`src/rtl/mc14500b_seq_if.sv`:
```
// Sequencer bus: program-memory fetch port, ICU instruction/address outputs and ICU flag inputs.
// master = sequencer side, slave = memory/ICU/system side.
interface mc14500b_seq_if #(
    parameter int AW = 8
);
    logic          start;
    logic [AW+3:0] prog_data;
    logic          jmp;
    logic          rtn;
    logic          flg0;
    logic          flgf;
    logic [AW-1:0] prog_addr;
    logic [3:0]    instr;
    logic [AW-1:0] io_addr;
    logic          halted;
    logic          err;

    modport master (
        input  start, prog_data, jmp, rtn, flg0, flgf,
        output prog_addr, instr, io_addr, halted, err
    );

    modport slave (
        output start, prog_data, jmp, rtn, flg0, flgf,
        input  prog_addr, instr, io_addr, halted, err
    );
endinterface

```
`src/rtl/mc14500b_seq.sv`:
```
// MC14500B program sequencer: PC, fetch, call/return and halt/restart. Optional return stack: MC14500B_SEQ_STACK_EN.
// Latency: prog_addr combinational; instr/io_addr one edge after fetch; redirect two edges after the flagging word.
// Backpressure: none; one word per RUN edge, HALT stuffs NOPF until start.
module mc14500b_seq #(
    parameter int AW          = 8,
    parameter int STACK_DEPTH = 4
) (
    input  logic           clk,
    input  logic           rst_n,
    mc14500b_seq_if.master bus
);
    typedef enum logic {ST_RUN = 1'b0, ST_HALT = 1'b1} state_t;

    state_t        state_q, state_d;
    logic [1:0]    ign_q, ign_d;
    logic          run_fetch;
    logic [AW-1:0] pc_q, fa, rtn_addr;
    logic [AW-1:0] fa_d1, fa_d2, fld_d1, fld_d2;
    logic [3:0]    instr_q;
    logic [AW-1:0] io_addr_q;
    logic          call_pending;
    logic          err_q;

    always_ff @(posedge clk or negedge rst_n) begin
        if (!rst_n) begin
            state_q <= ST_RUN;
            ign_q   <= 2'd0;
        end else begin
            state_q <= state_d;
            ign_q   <= ign_d;
        end
    end

    // A halting FLGF edge takes the whole cycle: no fetch, no stack activity.
    always_comb begin
        state_d   = state_q;
        ign_d     = ign_q;
        run_fetch = 1'b0;
        case (state_q)
            ST_RUN: begin
                if (bus.flgf && (ign_q == 2'd0)) begin
                    state_d = ST_HALT;
                end else begin
                    run_fetch = 1'b1;
                    if (ign_q != 2'd0) ign_d = ign_q - 2'd1;
                end
            end
            ST_HALT: begin
                if (bus.start) begin
                    state_d = ST_RUN;
                    ign_d   = 2'd2;
                end
            end
            default: state_d = ST_RUN;
        endcase
    end

    always_comb begin
        fa = pc_q;
        if (state_q == ST_RUN) begin
            if (bus.jmp)      fa = fld_d2;
            else if (bus.rtn) fa = rtn_addr;
        end
    end

    always_ff @(posedge clk or negedge rst_n) begin
        if (!rst_n) begin
            pc_q      <= '0;
            instr_q   <= 4'h0;
            io_addr_q <= '0;
            fa_d1     <= '0;
            fa_d2     <= '0;
            fld_d1    <= '0;
            fld_d2    <= '0;
        end else if (run_fetch) begin
            instr_q   <= bus.prog_data[AW+3:AW];
            io_addr_q <= bus.prog_data[AW-1:0];
            pc_q      <= fa + AW'(1);
            fa_d1     <= fa;
            fa_d2     <= fa_d1;
            fld_d1    <= bus.prog_data[AW-1:0];
            fld_d2    <= fld_d1;
        end else begin
            instr_q   <= 4'hF;
            io_addr_q <= '0;
        end
    end

`ifdef MC14500B_SEQ_STACK_EN
    localparam int CW = $clog2(STACK_DEPTH + 1);
    localparam int IW = (STACK_DEPTH > 1) ? $clog2(STACK_DEPTH) : 1;

    logic [AW-1:0] stk [STACK_DEPTH];
    logic [CW-1:0] cnt_q;
    logic [IW-1:0] top_idx, push_idx;
    logic          do_push, do_pop, full, empty;

    assign full     = (cnt_q == CW'(STACK_DEPTH));
    assign empty    = (cnt_q == '0);
    assign top_idx  = IW'(cnt_q - CW'(1));
    assign push_idx = IW'(cnt_q);
    assign rtn_addr = empty ? '0 : stk[top_idx];
    // JMP beats RTN: a simultaneous pair never pops.
    assign do_push  = run_fetch && bus.jmp && call_pending;
    assign do_pop   = run_fetch && !bus.jmp && bus.rtn;

    always_ff @(posedge clk or negedge rst_n) begin
        if (!rst_n) begin
            cnt_q        <= '0;
            call_pending <= 1'b0;
            err_q        <= 1'b0;
        end else begin
            call_pending <= run_fetch && bus.flg0;
            if (do_push) begin
                if (full) err_q <= 1'b1;
                else      cnt_q <= cnt_q + CW'(1);
            end else if (do_pop) begin
                if (empty) err_q <= 1'b1;
                else       cnt_q <= cnt_q - CW'(1);
            end
        end
    end

    // fa_d1 is the word after the JMP, i.e. the return point.
    always_ff @(posedge clk) begin
        if (do_push && !full) stk[push_idx] <= fa_d1;
    end

    logic unused_hist;
    assign unused_hist = &{1'b0, fa_d2};
`else
    assign call_pending = 1'b0;
    assign err_q        = 1'b0;
    assign rtn_addr     = '0;

    logic unused_nostack;
    assign unused_nostack = &{1'b0, bus.flg0, fa_d1, fa_d2, call_pending};
`endif

    assign bus.prog_addr = fa;
    assign bus.instr     = instr_q;
    assign bus.io_addr   = io_addr_q;
    assign bus.halted    = (state_q == ST_HALT);
    assign bus.err       = err_q;
endmodule

```
`src/flat_wrapper.sv`:
```
// flat-port wrapper written by rule: the top's interface ports become plain ports
module mc14500b_seq_flat 
#(
    parameter int AW          = 8,
    parameter int STACK_DEPTH = 4
)
  (clk, rst_n, bus_start, bus_prog_data, bus_jmp, bus_rtn, bus_flg0, bus_flgf, bus_prog_addr, bus_instr, bus_io_addr, bus_halted, bus_err);
  mc14500b_seq_if #(.AW(AW)) bus_i ();
  input  logic clk;
  input  logic rst_n;
  input wire logic [$bits(bus_i.start)-1:0] bus_start;
  input wire logic [$bits(bus_i.prog_data)-1:0] bus_prog_data;
  input wire logic [$bits(bus_i.jmp)-1:0] bus_jmp;
  input wire logic [$bits(bus_i.rtn)-1:0] bus_rtn;
  input wire logic [$bits(bus_i.flg0)-1:0] bus_flg0;
  input wire logic [$bits(bus_i.flgf)-1:0] bus_flgf;
  output wire logic [$bits(bus_i.prog_addr)-1:0] bus_prog_addr;
  output wire logic [$bits(bus_i.instr)-1:0] bus_instr;
  output wire logic [$bits(bus_i.io_addr)-1:0] bus_io_addr;
  output wire logic [$bits(bus_i.halted)-1:0] bus_halted;
  output wire logic [$bits(bus_i.err)-1:0] bus_err;
  assign bus_i.start = bus_start;
  assign bus_i.prog_data = bus_prog_data;
  assign bus_i.jmp = bus_jmp;
  assign bus_i.rtn = bus_rtn;
  assign bus_i.flg0 = bus_flg0;
  assign bus_i.flgf = bus_flgf;
  assign bus_prog_addr = bus_i.prog_addr;
  assign bus_instr = bus_i.instr;
  assign bus_io_addr = bus_i.io_addr;
  assign bus_halted = bus_i.halted;
  assign bus_err = bus_i.err;
  mc14500b_seq #(.AW(AW), .STACK_DEPTH(STACK_DEPTH)) u_core (.clk(clk), .rst_n(rst_n), .bus(bus_i));
endmodule
```
`config.mk`:
```
export PLATFORM = sky130hd
export DESIGN_NAME = mc14500b_seq_flat
export DESIGN_NICKNAME = d
export VERILOG_FILES = /design/src/rtl/mc14500b_seq_if.sv /design/src/rtl/mc14500b_seq.sv /design/src/flat_wrapper.sv
export SDC_FILE = /design/constraint.sdc
export NUM_CORES = 1
export LEC_CHECK = 0
export CAP_MARGIN = 10
export CORE_UTILIZATION = 48
export CTS_CLUSTER_DIAMETER = 50
export CTS_CLUSTER_SIZE = 30
export DETAILED_ROUTE_END_ITERATION = 8
export PLACE_DENSITY = 0.78
export SLEW_MARGIN = 10
export SYNTH_ARGS = -nofsm -noshare
export SYNTH_HDL_FRONTEND = slang
export SYNTH_SLANG_ARGS = --single-unit
export TNS_END_PERCENT = 100
```
`constraint.sdc`:
```
create_clock -name clk -period 2.23 [get_ports clk]
set_clock_uncertainty 0.15 [all_clocks]
set_input_delay 0.446 -clock clk [delete_from_list [all_inputs] [get_ports clk]]
set_output_delay 0.446 -clock clk [all_outputs]
set_load 0.05 [all_outputs]
```
* After elaboration in Yosys (flattened, before gate mapping)
Index checks and enable logic that the tools add are counted.
** Storage, ports and cells
- Bits in registers :: 39
- Output and inout port bits :: 22
- Word-level logic and storage cells :: 31
** Operators by class
- Add/sub/neg operators :: 2
- Equality and inequality tests :: 3
- Muxes and demuxes :: 14
- Bitwise gates (word level) :: 1
- Reduce and logical (&&, ||, !) cells :: 4
** Operator list (number)
- $mux W8 :: 4
- $add A8 B1 Y8 const B :: 1
- $mux W2 :: 3
- $mux W1 :: 4
- $mux W4 :: 1
- $ne A2 B2 Y1 const B :: 2
- $pmux W2 S2 :: 1
- $reduce_and A3 Y1 :: 1
- $logic_not A2 Y1 :: 1
- $ne A2 B1 Y1 const B :: 1
- $pmux W1 S2 :: 1
- $reduce_bool A2 Y1 :: 1
- $sub A2 B1 Y2 const B :: 1
- $logic_and A1 B1 Y1 :: 1
- $not A1 Y1 :: 1

* Longest topological paths before layout
- Depth after elaboration :: 5
- Gate-level depth with buffers :: 7
- Depth with buffers taken out :: 6

* Worst setup path before layout
OpenSTA, ideal clock, no wires.
- Path kind :: flip-flop to flip-flop
- Start point :: reg u_core.state_q, in the netlist u_core.bus.halted
- End point :: reg u_core.pc_q[7]
- Library setup time :: 69 ps
- Arrival :: 2252 ps
- Setup slack :: -241 ps
- Cell stages (with the launch flop) :: 6
- Period minus slack after synthesis :: 2471 ps
- Path through :: dfrtp_1 > o21bai_2 > a22o_1 > nand3_1 > or4_1 > nand3_1
** On the way
- Cells in the longest elaborated chain, start to end :: 2
- Elaborated cells between the ends (all ways) :: 3
- Those cells by class :: add/sub: 1; mux: 2
** RTL lines
- start, declared :: line mc14500b_seq.sv:14 : state_t state_q, state_d;
- start signal, assigned :: line mc14500b_seq.sv:29 : state_q <= state_d;
- $mux W8 :: line mc14500b_seq.sv:60 : if (state_q == ST_RUN) begin
- net bus_prog_addr[5] :: line flat_wrapper.sv:17 : output wire logic [$bits(bus_i.prog_addr)-1:0] bus_prog_addr;
- $add A8 B1 Y8 :: line mc14500b_seq.sv:78 : pc_q <= fa + AW'(1);
- end signal, assigned :: line mc14500b_seq.sv:78
- end, declared :: line mc14500b_seq.sv:17 : logic [AW-1:0] pc_q, fa, rtn_addr;
The timed path passes the listed nets, and every way through them passes these cells.
A chain may end at the register's enable or synchronous reset.

* Worst setup path after layout
- Start point :: in bus_rtn
- End point :: out bus_prog_addr[3]
** On the way
- Cells in the longest elaborated chain, start to end :: 3
** RTL lines
- start, declared :: line flat_wrapper.sv:14 : input wire logic [$bits(bus_i.rtn)-1:0] bus_rtn;
- $mux W8 :: line mc14500b_seq.sv:62 : else if (bus.rtn) fa = rtn_addr;
- $mux W8 :: line mc14500b_seq.sv:61 : if (bus.jmp) fa = fld_d2;
- $mux W8 :: line mc14500b_seq.sv:60
- end, declared :: line flat_wrapper.sv:17
Every way passes these cells.

==> flow_summary.toml <==
[synth]
synth.cell_area_um2 = 1645
yosysSeqAreaShare_pct = 59.32
syn_nets = 167
synth-edff-count = 0
yosys_register_bits = 39
synth_cell_type_count = 32
synth_warnings = 0
async_flop_share_pct = 100.0
ys.flop_type = "dfrtp_1"
avgSynthCellArea_um2 = 11.19
synthCells = 147

[setup_path]
path_cells = "clkdlybuf4s50_1, o21bai_2, buf_4, a22o_4, buf_12"
worstPathArrival_ns = 1.56
critPathRequiredTime_ns = 1.63
cp_slowest_cell = "clkdlybuf4s50_1"
r2r_cells = 7
cpPeakStageDelay_ns = 0.47
cp_max_fo = 4
r2r-end = "u_core.pc_q[5]$_DFFE_PN0P_"
crit_family = "buffers and inverters"
cp-end-kind = "output pin"
crit_type = "input pin to output pin"
worstReg2RegStart = "u_core.bus.halted$_DFF_PN0_"
r2r_slack_ns = 0.22
start_kind = "input pin"
critical_path_buf_inv_count = 3

[global_route]
grt_start_max_net_pins = 40
overflow = 0
antenna_found_initial = 0
grt_pass1_wl_um = 5830
grtUsageTotal_pct = 22.10
grt_pass1_vias = 1318

[clock_tree]
clock_path_buffers = 2
cts.hold.buffers_added = 0
cts_root_buffer = "clkbuf_4"
cts.sinks = 39
cts_tree = "done"
numCtsBuffers = 5
path_clk_slew_ns = 0.11
htree_levels = 2
clk_latency_ns = 0.34

[placed_design]
port_buffers = 38
hpwl_um = 2319
gp_congestion = 0.7086
dp_cells = 233
place_area_um2 = 2201
place_ws_ns = -0.1970

[cells_and_area]
mostFrequentLayoutCells = "dfrtp_1 (38), nand2_1 (35), clkdlybuf4s50_1 (27)"
finalNonFillerCells = 244
diodes = 0
nets = 219
layout_commonest_cell = "dfrtp_1"
utilization_pct = 73.85
drive_gt1_share_pct = 23.00
design_area_um2 = 2328
area_growth_pct = 41.52

[sta]
slew_violations = 0
hold_viol_final = 4
max-slew-margin-rel_pct = 66.59
rsz0062_at_grt = "false"
timing.fmax_mhz = 463.1
finalCritPeriodShare_pct = 96.83
whs_ns = -0.002716
worst_slack_ns = 0.07062
setup_viol = 0
fin_crit_ns = 2.159
tightestPinTransition_ns = 0.4996

[pwr]
ir_drop_mv = 0.8732
powerDensity_nw_per_um2 = 1663
power_leakage_nw = 1.122
total_power_mw = 3.873

[die]
boundaryPins = 41
initial_utilization_pct = 52.18
dieWidth_um = 60.55
placementRows = 20
coreArea_um2 = 3153
fp.dieH_um = 60.55
dieArea_um2 = 3666

[drt]
vias_per_cell = 5.279
wl_per_cell_um = 13.89
drtIter0Drc = 49
routed_wl_um = 3389
route.detailed.drc = 0
vias = 1288
ant_nets = 0
drt_first_pass_iters = 4

[min_path]
worstHoldPathType = "input pin to asynchronous set/reset pin"

[run_status]
violations = "negative hold slack"
status = "finished with violations"

[flow_run]
drv_cap = 0
## area by class of cell
cell class | instances | area, µm²
fill | 236 | 824.5
clock buffer | 7 | 65.06
multi-input combinational | 97 | 643.1
clock inverter | 1 | 7.507
inverter | 3 | 11.26
sequential | 39 | 977.2
tap | 44 | 55.05
timing repair buffer | 53 | 569.3
## metal layers
layer / vias to the layer above / routed length (µm) / track usage [%]
met5: - / 0 / 0
met3: 7 / 217 / 6.183
li1: 603 / - / -
met1: 635 / 1336 / 26.01
met4: 0 / 53 / 8.442
met2: 43 / 1781 / 38.46
## worst max-delay path by stage
stage                                           start                         end  cells after the start
after floorplan           u_core.bus.halted$_DFF_PN0_  u_core.pc_q[7]$_DFFE_PN0P_                      5
after global placement                        bus_jmp  u_core.pc_q[7]$_DFFE_PN0P_                      7
after detailed placement                      bus_jmp  u_core.pc_q[7]$_DFFE_PN0P_                      7
after CTS                 u_core.bus.halted$_DFF_PN0_                  bus_halted                      1
after global routing      u_core.bus.halted$_DFF_PN0_            bus_prog_addr[2]                      4
final                                         bus_rtn            bus_prog_addr[3]                      5
## state kept, by name (all words and copies together) (netlist names)
name and flops:
u_core.bus.io_addr 8, u_core.fld_d1 8, u_core.fld_d2 8, u_core.pc_q 8
u_core.bus.instr 4, u_core.ign_q 2, u_core.bus.halted 1
## repair_timing
item / 4_1_cts / 5_1_grt
buffers inserted: 2 / 1
gates cloned: 0 / 0
pin swaps: 2 / 0
endpoints found under the setup margin: 8 / 9
endpoints found under the hold margin: 0 / 0
gates resized for setup: 5 / 1
## cells by family (layout without fill, tap and decap cells)
family / Yosys count / after routing / synth area share (%)
buffers and inverters: 11 / 64 / 3.650
AND/OR/NAND/NOR: 58 / 58 / 17.34
adder cells (fa/ha/maj): 1 / 1 / 0.7603
flip-flops: 39 / 39 / 59.32
XOR/XNOR: 2 / 2 / 1.065
AO/OA/AOI/OAI: 35 / 35 / 17.64
other: 1 / 1 / 0.2279
## Yosys cell counts, types with 2 or more instances
| master | count | area share, % |
|---|---|---|
| a21oi_1 | 3 | 0.91 |
| inv_1 | 3 | 0.68 |
| o31ai_1 | 3 | 1.4 |
| a21o_1 | 8 | 3.7 |
| a22o_4 | 4 | 4.3 |
| nand3_1 | 2 | 0.61 |
| dfrtp_1 | 39 | 59 |
| nand2_1 | 35 | 8.0 |
| xnor2_1 | 2 | 1.1 |
| o21ai_0 | 8 | 2.4 |
| clkbuf_1 | 5 | 1.1 |
| nand2b_1 | 5 | 1.9 |
| a22o_1 | 3 | 1.6 |
| and2_1 | 8 | 3.0 |
| buf_6 | 2 | 1.4 |
## power breakdown
| group | leakage (nW) | total (mW) | switching, mW | internal [mW] |
|---|---|---|---|---|
| registers | 0.473 | 1.21 | 0.189 | 1.03 |
| logic | 0.611 | 2.25 | 1.28 | 0.975 |
| clock network | 0.0375 | 0.407 | 0.223 | 0.184 |
| total | 1.12 | 3.87 | 1.69 | 2.18 |
## through the flow
stage / hold slack [ns] / TNS [ns]
after floorplan: 0.0004089 / 0
after global routing: 0.02869 / 0
after global placement: 0.3004 / -0.2289
after CTS: 0.005289 / 0
final: -0.002716 / 0
after detailed placement: 0.3050 / -0.7192
## worst reg2reg max path: stages, from the launching register on
cell and delay, ns:
dfrtp_2 0.45, o21bai_2 0.21, buf_4 0.16, a22o_4 0.23, buf_4 0.16, and4_4 0.19
and3_4 0.18, o31ai_2 0.21
Note: power is estimated with default switching activity, not from simulation.
